`src/rtl/Parameter.sv`:
```
// Shared build-time constants for the pipeline control slice.
package Parameter;

    localparam int DRAIN_CYCLES_DEF = 3;

endpackage

```
`src/rtl/StructPkg.sv`:
```
// Types and the hazard priority helper shared by the pipeline control logic.
package StructPkg;

    typedef enum logic [1:0] {
        RUN    = 2'd0,
        DRAIN  = 2'd1,
        HALTED = 2'd2
    } ctrl_state_e;

    typedef struct packed {
        logic pc_en;
        logic en_id;
        logic en_ex;
        logic en_mem;
        logic flush_id;
        logic flush_ex;
        logic flush_mem;
    } ctrl_t;

    localparam ctrl_t CTRL_FREE = '{pc_en: 1'b1, en_id: 1'b1, en_ex: 1'b1, en_mem: 1'b1,
                                    flush_id: 1'b0, flush_ex: 1'b0, flush_mem: 1'b0};

    // Priority order: DMEM wait, branch, load-use, fetch wait, free run.
    function automatic ctrl_t hazard_rules(input logic dmem_wait, input logic flush_id,
                                           input logic stall_if, input logic imem_ready);
        ctrl_t c;
        c = CTRL_FREE;
        if (dmem_wait) begin
            c           = '0;
            c.flush_mem = 1'b1;
        end else if (flush_id) begin
            c.flush_id = 1'b1;
            c.flush_ex = 1'b1;
        end else if (stall_if) begin
            c.pc_en    = 1'b0;
            c.en_id    = 1'b0;
            c.flush_ex = 1'b1;
        end else if (!imem_ready) begin
            c.pc_en    = 1'b0;
            c.flush_id = 1'b1;
        end
        return c;
    endfunction

endpackage

```
`src/rtl/sat_counter.sv`:
```
// Saturating up-counter with synchronous clear (clear beats increment).
// Single-cycle update; no backpressure, holds at all-ones once saturated.
module sat_counter #(
    parameter int W = 32
) (
    input  logic         i_clk,
    input  logic         i_rst_n,
    input  logic         i_clr,
    input  logic         i_en,
    output logic [W-1:0] o_cnt
);

    logic [W-1:0] cnt_q;

    always_ff @(posedge i_clk or negedge i_rst_n) begin
        if (!i_rst_n) begin
            cnt_q <= '0;
        end else if (i_clr) begin
            cnt_q <= '0;
        end else if (i_en && (cnt_q != {W{1'b1}})) begin
            cnt_q <= cnt_q + W'(1);
        end
    end

    assign o_cnt = cnt_q;

endmodule

```
`src/rtl/pipeline_ctrl.sv`:
```
// Pipeline stall/flush controller with halt drain; controls are combinational from state and inputs.
// A DMEM wait freezes the whole pipe and pauses the drain count.
module pipeline_ctrl
    import StructPkg::*;
    import Parameter::*;
#(
    parameter int DRAIN_CYCLES = DRAIN_CYCLES_DEF
) (
    input  logic        i_clk,
    input  logic        i_rst_n,
    input  logic        i_stall_IF,
    input  logic        i_flush_ID,
    input  logic        i_imem_ready,
    input  logic        i_dmem_req,
    input  logic        i_dmem_ready,
    input  logic        i_halt_req,
    input  logic        i_resume_req,
    input  logic        i_cnt_clr,
    output logic        o_pc_en,
    output logic        o_en_ID,
    output logic        o_en_EX,
    output logic        o_en_MEM,
    output logic        o_flush_ID,
    output logic        o_flush_EX,
    output logic        o_flush_MEM,
    output logic        o_halted,
    output logic [31:0] o_stall_cnt,
    output logic [31:0] o_flush_cnt
);

    localparam int CW = (DRAIN_CYCLES > 1) ? $clog2(DRAIN_CYCLES) : 1;
    localparam logic [CW-1:0] DRAIN_LAST = CW'(DRAIN_CYCLES - 1);

    ctrl_state_e   state_q, state_d;
    logic [CW-1:0] drain_cnt_q, drain_cnt_d;
    ctrl_t         ctl;
    logic          dmem_wait;
    logic          branch_take;
    logic          stall_inc;

    always_ff @(posedge i_clk or negedge i_rst_n) begin
        if (!i_rst_n) begin
            state_q     <= RUN;
            drain_cnt_q <= '0;
        end else begin
            state_q     <= state_d;
            drain_cnt_q <= drain_cnt_d;
        end
    end

    always_comb begin
        dmem_wait   = i_dmem_req & ~i_dmem_ready;
        state_d     = state_q;
        drain_cnt_d = drain_cnt_q;
        ctl         = '0;
        o_halted    = 1'b0;
        branch_take = 1'b0;
        case (state_q)
            RUN: begin
                ctl         = hazard_rules(dmem_wait, i_flush_ID, i_stall_IF, i_imem_ready);
                branch_take = ~dmem_wait & i_flush_ID;
                if (i_halt_req) begin
                    state_d     = DRAIN;
                    drain_cnt_d = '0;
                end
            end
            DRAIN: begin
                ctl         = hazard_rules(dmem_wait, i_flush_ID, i_stall_IF, i_imem_ready);
                branch_take = ~dmem_wait & i_flush_ID;
                if (!dmem_wait) begin
                    // Stop fetching new work; the PC only follows a branch redirect.
                    ctl.flush_id = 1'b1;
                    ctl.pc_en    = i_flush_ID;
                    if (drain_cnt_q == DRAIN_LAST) begin
                        state_d = HALTED;
                    end else begin
                        drain_cnt_d = drain_cnt_q + CW'(1);
                    end
                end
            end
            HALTED: begin
                o_halted = 1'b1;
                if (i_resume_req) begin
                    state_d = RUN;
                end
            end
            default: begin
                state_d = RUN;
            end
        endcase
    end

    assign o_pc_en     = ctl.pc_en;
    assign o_en_ID     = ctl.en_id;
    assign o_en_EX     = ctl.en_ex;
    assign o_en_MEM    = ctl.en_mem;
    assign o_flush_ID  = ctl.flush_id;
    assign o_flush_EX  = ctl.flush_ex;
    assign o_flush_MEM = ctl.flush_mem;

    assign stall_inc = (state_q != HALTED) & ~ctl.pc_en;

    sat_counter #(.W(32)) u_stall_cnt (
        .i_clk   (i_clk),
        .i_rst_n (i_rst_n),
        .i_clr   (i_cnt_clr),
        .i_en    (stall_inc),
        .o_cnt   (o_stall_cnt)
    );

    sat_counter #(.W(32)) u_flush_cnt (
        .i_clk   (i_clk),
        .i_rst_n (i_rst_n),
        .i_clr   (i_cnt_clr),
        .i_en    (branch_take),
        .o_cnt   (o_flush_cnt)
    );

endmodule

```
`config.mk`:
```
export PLATFORM = sky130hd
export DESIGN_NAME = pipeline_ctrl
export DESIGN_NICKNAME = d
export VERILOG_FILES = /design/src/rtl/Parameter.sv /design/src/rtl/StructPkg.sv /design/src/rtl/sat_counter.sv /design/src/rtl/pipeline_ctrl.sv
export SDC_FILE = /design/constraint.sdc
export NUM_CORES = 1
export LEC_CHECK = 0
export ABC_AREA = 1
export CORE_ASPECT_RATIO = 0.5
export CORE_MARGIN = 2
export CORE_UTILIZATION = 30
export CTS_BUF_LIST = sky130_fd_sc_hd__clkbuf_2
export DETAILED_ROUTE_END_ITERATION = 10
export GPL_TIMING_DRIVEN = 0
export PLACE_DENSITY = 0.56
export SLEW_MARGIN = 30
export SYNTH_ARGS = -nofsm -noshare
export SYNTH_HDL_FRONTEND = slang
export SYNTH_SLANG_ARGS = --single-unit
```
`constraint.sdc`:
```
create_clock -name i_clk -period 3.7 [get_ports i_clk]
set_input_delay 1.11 -clock i_clk [delete_from_list [all_inputs] [get_ports i_clk]]
set_output_delay 1.11 -clock i_clk [all_outputs]
set_load 0.01 [all_outputs]
```
==> impl_metrics.csv, run 1 <==
group,metric,value,unit
die,floorplan.initialDensity,30.7,%
placement,placed_area,5790,µm²
finish,nFillCells,1697,
route,met2RoutedLength,6260,µm
placement,dp_slack,-0.0399,ns
finish,multiInputGateArea,2660,µm²
worst_setup_path,worstSetupPathType,"in2out",
finish,nNetsFinal,850,
synthesis,synth_edf_count,0,
synthesis,ys_types,33,
synthesis,ys_ff_latch,68,
route,dr_total_vias,4921,
synthesis,synth_top_family_by_area,"simple AND/OR/NAND/NOR gates",
synthesis,yosys_warnings,0,
flow_run,cap_violations,0,
finish,fin_util,38.2,%
synthesis,ys_async_sr_fraction,100,%
route,wl_met3,451,µm
die,ios,82,
route,routed_via_density,4.70,
synthesis,syn-num-nets,757,
synthesis,seq_area_frac_synth,36.1,%
finish,seq_area,1700,µm²
placement,routabilityCongestion,0.901,
clocking,clkLatencyLatePin,0.55,ns
route,met1_length,7490,µm
global_route,grt_overflow,0,
worst_setup_path,crit_path_end_kind,"primary output",
timing,fmax,276,MHz
synthesis,synth_compound_area_share,1.99,%
global_route,grt_start_max_net_pins,40,
synthesis,synth_fa_ha_area_share,0.796,%
synthesis,ys.flop_type,"dfrtp_1",
worst_hold_path,hold_path.class,"in2async",
timing,finalCritPeriodShare,97.9,%
worst_setup_path,r2r_setup_slack,1.56,ns
finish,drive_gt1_share,5.59,%
route,route.detailed.wl_per_inst,13.7,µm
worst_setup_path,timing.rr.start,"u_flush_cnt.o_cnt[0]",
worst_setup_path,required,2.59,ns
global_route,grt.total_usage,18.1,%
worst_setup_path,r2r_cells,12,
timing,hold_violations,0,
clocking,cts.sinks,68,
route,drt_wl_total,14300,µm
timing,hold_ws,0.522,ns
worst_setup_path,cp.arrival,2.51,ns
timing,slew_viol_final,0,
worst_setup_path,worstSetupStartpoint,"i_dmem_ready",
global_route,antenna_found_initial,1,
power_and_ir_drop,total_power,1700,µW
clocking,cts_max_path_buffers,2,
synthesis,synth.avg_cell_area,6.34,µm²
global_route,grt_pass1_vias,4501,
synthesis,syn_area,4720,µm²
route,postRouteAntennaNets,0,
outcome,status,"completed",
synthesis,syn-instance-count,744,
worst_setup_path,cp-start-kind,"primary input",
timing,worstMarginPinSlew,0.638,ns
placement,placement.io_buffers,80,
die,dieArea,16800,µm²
clocking,cts-htree-levels,3,
route,top_layer,"met4",
finish,postLayoutCellArea,5870,µm²
clocking,hold_buffers,0,
die,row_count,32,
timing,relSlewSlack,57.5,%
die,die_h,92.7,µm
clocking,tritoncts,"built",
finish,area_delta_synth_final,24.5,%
worst_setup_path,r2r_end,"u_flush_cnt.o_cnt[16]",
timing,rsz0062_at_grt,"false",
route,drcViolationCount,0,
clocking,clkTransAtPathRegs,0.21,ns
power_and_ir_drop,powerDensity,289,nW/µm²
global_route,grt_pass1_wl,23700,µm
route,drt-initial-drc-count,360,
worst_setup_path,crit_end,"o_en_MEM",
timing,finalWorstSetupSlack,0.0783,ns
timing,finClkSkew,0.0278,ns
timing,post-route-min-period,3.62,ns
die,core,15400,µm²
power_and_ir_drop,leakage,0.00262,µW
synthesis,synth_xor_area_share,4.46,%
power_and_ir_drop,max-vdd-ir-drop,0.120,mV
placement,dpl.hpwl,11100,µm
die,die-width,181,µm
synthesis,synth-simple-area-share,49.0,%
synthesis,synthMuxAreaShare,0,%
worst_setup_path,path_max_fanout,4,
route,drt_pass1_iterations,6,
timing,setup_viol,0,
clocking,numCtsBuffers,9,
clocking,cts_root_buffer,"clkbuf_2",
==> worst min path at each step <==
| stage | start | end | slack (ns) | depth (start not counted) |
|---|---|---|---|---|
| 3_5_place_dp | drain_cnt_q[1] | drain_cnt_q[1] | 0.54 | 2 |
| 2_1_floorplan | drain_cnt_q[1] | drain_cnt_q[1] | 0.51 | 2 |
| 3_3_place_gp | drain_cnt_q[1] | drain_cnt_q[1] | 0.53 | 2 |
| 5_1_grt | i_rst_n | u_flush_cnt.o_cnt[12] | 0.49 | 1 |
| 6_report | i_rst_n | u_flush_cnt.o_cnt[12] | 0.52 | 1 |
| 4_1_cts | i_rst_n | u_stall_cnt.o_cnt[5] | 0.52 | 1 |
==> flip-flops by register name, summed over array words and instances, names as in the netlist <==
register	count
state_q	2
u_flush_cnt.o_cnt	32
u_stall_cnt.o_cnt	32
drain_cnt_q	2
==> cells in the mapped netlist (4+ instances only) <==
| cell type | count | share of area (%) |
|---|---|---|
| dfrtp_1 | 68 | 36 |
| nand2_1 | 317 | 25 |
| buf_2 | 4 | 0.42 |
| nand3_1 | 49 | 5.2 |
| nand4_1 | 34 | 4.5 |
| xnor2_1 | 12 | 2.2 |
| clkbuf_1 | 6 | 0.48 |
| inv_1 | 61 | 4.9 |
| nor2_1 | 128 | 10 |
| nor2_2 | 4 | 0.53 |
| or2_2 | 5 | 0.66 |
| o21ai_0 | 5 | 0.53 |
| nand2_4 | 5 | 1.2 |
| xor2_1 | 12 | 2.2 |
| a21oi_1 | 6 | 0.64 |
==> placed cells by master, fill, tap and decap left out, types with 4 or more instances in the layout <==
cell / count
nand2_1: 317
nor2_1: 127
clkdlybuf4s50_1: 76
dfrtp_1: 68
inv_1: 61
nand3_1: 49
nand4_1: 34
xor2_1: 12
xnor2_1: 12
clkbuf_2: 10
a21oi_1: 6
clkbuf_1: 6
nor2_2: 5
o21ai_0: 5
clkinv_1: 5
nand2_4: 5
or2_2: 5
buf_2: 4
==> report_power, final <==
group          switching (µW)  leakage (µW)  total (µW)  internal (µW)
combinational             328       0.00162         523            195
sequential               39.0      0.000941         818            779
clock                     277     0.0000517         354           77.9
==> through the flow <==
step                TNS, ns  instances
floorplan                 0        744
global placement     -74.34       1028
detailed placement  -0.0824       1029
CTS                       0       1045
global route              0       1048
finish                    0       1048
==> cell families after synthesis <==
kind of cell | count (synthesis)
flops | 68
compound gates | 16
buf+inv | 82
xor+xnor | 24
fa+ha+maj | 3
simple gates | 551
==> critical path: stages <==
cell	delay, ns
clkdlybuf4s50_1	0.49
nor2_2	0.07
nor2_1	0.18
buf_4	0.13
clkdlybuf4s50_1	0.53
==> timing repair <==
item                       in CTS  in global routing
hold endpoints to repair        0                  0
buffers inserted                1                  0
pin swaps                       1                  0
resized for setup               3                  1
setup endpoints to repair       3                  3
==> metal layers <==
| layer | track usage, % | vias up |
|---|---|---|
| met5 | 0 | - |
| met4 | 3.05 | 0 |
| met3 | 3.66 | 10 |
| met2 | 28.5 | 94 |
| met1 | 25.9 | 2291 |
| li1 | - | 2526 |
==> area by class of cell <==
type	instances	area share, %
Antenna cell	3	0.128
Buffer	17	1.87
Multi-Input combinational cell	594	45.2
Clock inverter	5	0.341
Clock buffer	10	0.852
Tap cell	204	4.35
Sequential cell	68	29.0
Inverter	65	4.26
Timing Repair Buffer	82	14.0
Power figures use the tool's default switching activity.
==> inputs of run 2 (changes only) <==
--- a/config.mk
+++ b/config.mk
@@ -12,7 +12,7 @@
 export CTS_BUF_LIST = sky130_fd_sc_hd__clkbuf_2
 export DETAILED_ROUTE_END_ITERATION = 10
 export GPL_TIMING_DRIVEN = 0
-export PLACE_DENSITY = 0.56
+export PLACE_DENSITY_LB_ADDON = 0.05
 export SLEW_MARGIN = 30
 export SYNTH_ARGS = -nofsm -noshare
 export SYNTH_HDL_FRONTEND = slang
==> run 2 against run 1 <==
Utilization about the same. Critical path depth increased by 1. Via count decreased by 1.2%. Clock power increased by 5.6%. Design area about the same. Worst setup slack improved by 0.025 ns. Final cell count decreased by 0.38%. Routed wire length increased by 7.7%. Die area unchanged. Clock-buffer cell count increased by 1. Largest power group unchanged.
==> impl_metrics.csv, run 2 (same netlist as run 1, synthesis figures left out) <==
group,metric,value,unit
clocking,hold_buffers,0,
power_and_ir_drop,total_power,1720,µW
route,postRouteAntennaNets,0,
route,route.detailed.wl_per_inst,14.8,µm
route,drt_wl_total,15400,µm
global_route,grt_start_max_net_pins,40,
finish,nNetsFinal,849,
placement,placement.io_buffers,80,
route,drt-initial-drc-count,303,
clocking,numCtsBuffers,9,
outcome,status,"completed",
die,core,15400,µm²
global_route,grt_pass1_wl,25300,µm
worst_setup_path,worstPathCellList,"clkdlybuf4s50_1 -> inv_1 -> o21ai_1 -> nand2_1 -> nand2_1 -> clkdlybuf4s50_1",
timing,finalCritPeriodShare,97.2,%
global_route,grt_overflow,0,
clocking,cts_max_path_buffers,2,
global_route,antenna_found_initial,0,
die,row_count,32,
timing,post-route-min-period,3.60,ns
clocking,cts_root_buffer,"clkbuf_2",
worst_setup_path,path_max_fanout,4,
worst_setup_path,slowest_delay,0.53,ns
worst_hold_path,hold_path.class,"in2async",
global_route,grt.total_usage,19.4,%
timing,rsz0062_at_grt,"false",
worst_setup_path,required,2.59,ns
route,drcViolationCount,0,
clocking,cts-htree-levels,3,
clocking,cts_setup_buffers,0,
timing,slew_viol_final,0,
power_and_ir_drop,leakage,0.00263,µW
flow_run,cap_violations,0,
route,dr_total_vias,4863,
finish,fin_cells,1044,
timing,setup_viol,0,
route,routed_via_density,4.66,
finish,area_delta_synth_final,24.5,%
route,drt_pass1_iterations,5,
worst_setup_path,worstSetupStartpoint,"i_flush_ID",
finish,layout_commonest_cell,"nand2_1",
worst_setup_path,cp-start-kind,"primary input",
worst_setup_path,crit_path_end_kind,"primary output",
die,die-width,181,µm
clocking,clkTransAtPathRegs,0.21,ns
finish,drive_gt1_share,5.83,%
die,dieArea,16800,µm²
timing,worstMarginPinSlew,0.700,ns
die,die_h,92.7,µm
placement,dpl.hpwl,11800,µm
clocking,cts.sinks,68,
worst_setup_path,worstSetupPathType,"in2out",
worst_setup_path,cp.arrival,2.49,ns
finish,num_antenna_cells,0,
timing,fmax,278,MHz
finish,layout_common_cells,"nand2_1, nor2_1, clkdlybuf4s50_1",
die,ios,82,
finish,nFillCells,1726,
global_route,grt_pass1_vias,4658,
worst_setup_path,cpMaxStageDelayCell,"clkdlybuf4s50_1",
die,floorplan.initialDensity,30.7,%
clocking,tritoncts,"built",
placement,dp.cells,1029,
timing,finClkSkew,0.0302,ns
finish,multiInputGateArea,2670,µm²
worst_setup_path,timing.rr.start,"u_stall_cnt.o_cnt[0]",
power_and_ir_drop,max-vdd-ir-drop,0.0957,mV
placement,routabilityCongestion,0.892,
power_and_ir_drop,powerDensity,292,nW/µm²
finish,seq_area,1700,µm²
timing,setup_tns,0,ns
clocking,clkLatencyLatePin,0.54,ns
worst_setup_path,r2r_cells,9,
timing,relSlewSlack,53.3,%
timing,hold_violations,0,
run 2: cell count changes in the layout (fill, tap and decap cells not counted), sizes merged:
cell	delta
buf	-1
clkdlybuf4s50	-1
clkbuf	+1
clkinv	-1
dlymetal6s2s	+1
diode	-3
run 2: routing by layer:
layer / GRT usage, % / part of all wire, % / vias up
li1: - / - / 2510
met1: 27.0 / 51 / 2236
met2: 31.6 / 45 / 108
met3: 4.13 / 3.8 / 9
met4: 3.52 / 0.74 / 0
met5: 0 / 0 / -
run 2: worst max-delay path: cells and delay by family:
family / cells / cell delay [ns]
AND/OR/NAND/NOR: 2 / 0.16
buffers and inverters: 3 / 1.12
AO/OA/AOI/OAI: 1 / 0.10
run 2: final timing paths:
kind / end / slack [ns]
min in group i_clk: drain_cnt_q[1] / 0.56
setup / recovery: o_pc_en / 0.10
max in group asynchronous: u_stall_cnt.o_cnt[19] / 2.60
setup reg to reg: u_stall_cnt.o_cnt[26] / 1.47
hold reg to reg: drain_cnt_q[1] / 0.56
hold / removal: u_flush_cnt.o_cnt[28] / 0.52
run 2: layout make-up:
cell class,count,share of cell area (%)
multi-input combinational,594,45.4
sequential,68,29.0
timing repair buffer,81,13.9
tap,204,4.35
inverter,65,4.26
buffer,17,1.88
clock buffer,11,0.938
clock inverter,4,0.298
run 2: timing repair:
item                                    4_1_cts  5_1_grt
endpoints found under the setup margin        3        2
resized for setup                             4        4
cloned                                        0        0
pin swaps                                     1        0
run 2: per-stage QoR:
stage                     utilization (%)  hold WS (ns)  setup WS [ns]  instance area, µm²
after CTS                            38.1         0.498         0.0672                5860
after global routing                 38.2         0.496         0.0135                5870
after global placement               37.5         0.525          -1.12                5770
after floorplan                         -         0.507          0.841                4720
after detailed placement             37.7         0.547        -0.0704                5790
final                                38.2         0.518          0.103                5870
run 2: power breakdown:
part | internal, µW | switching [µW]
Clock | 84.2 | 289
Combinational | 191 | 333
Sequential | 779 | 40.7
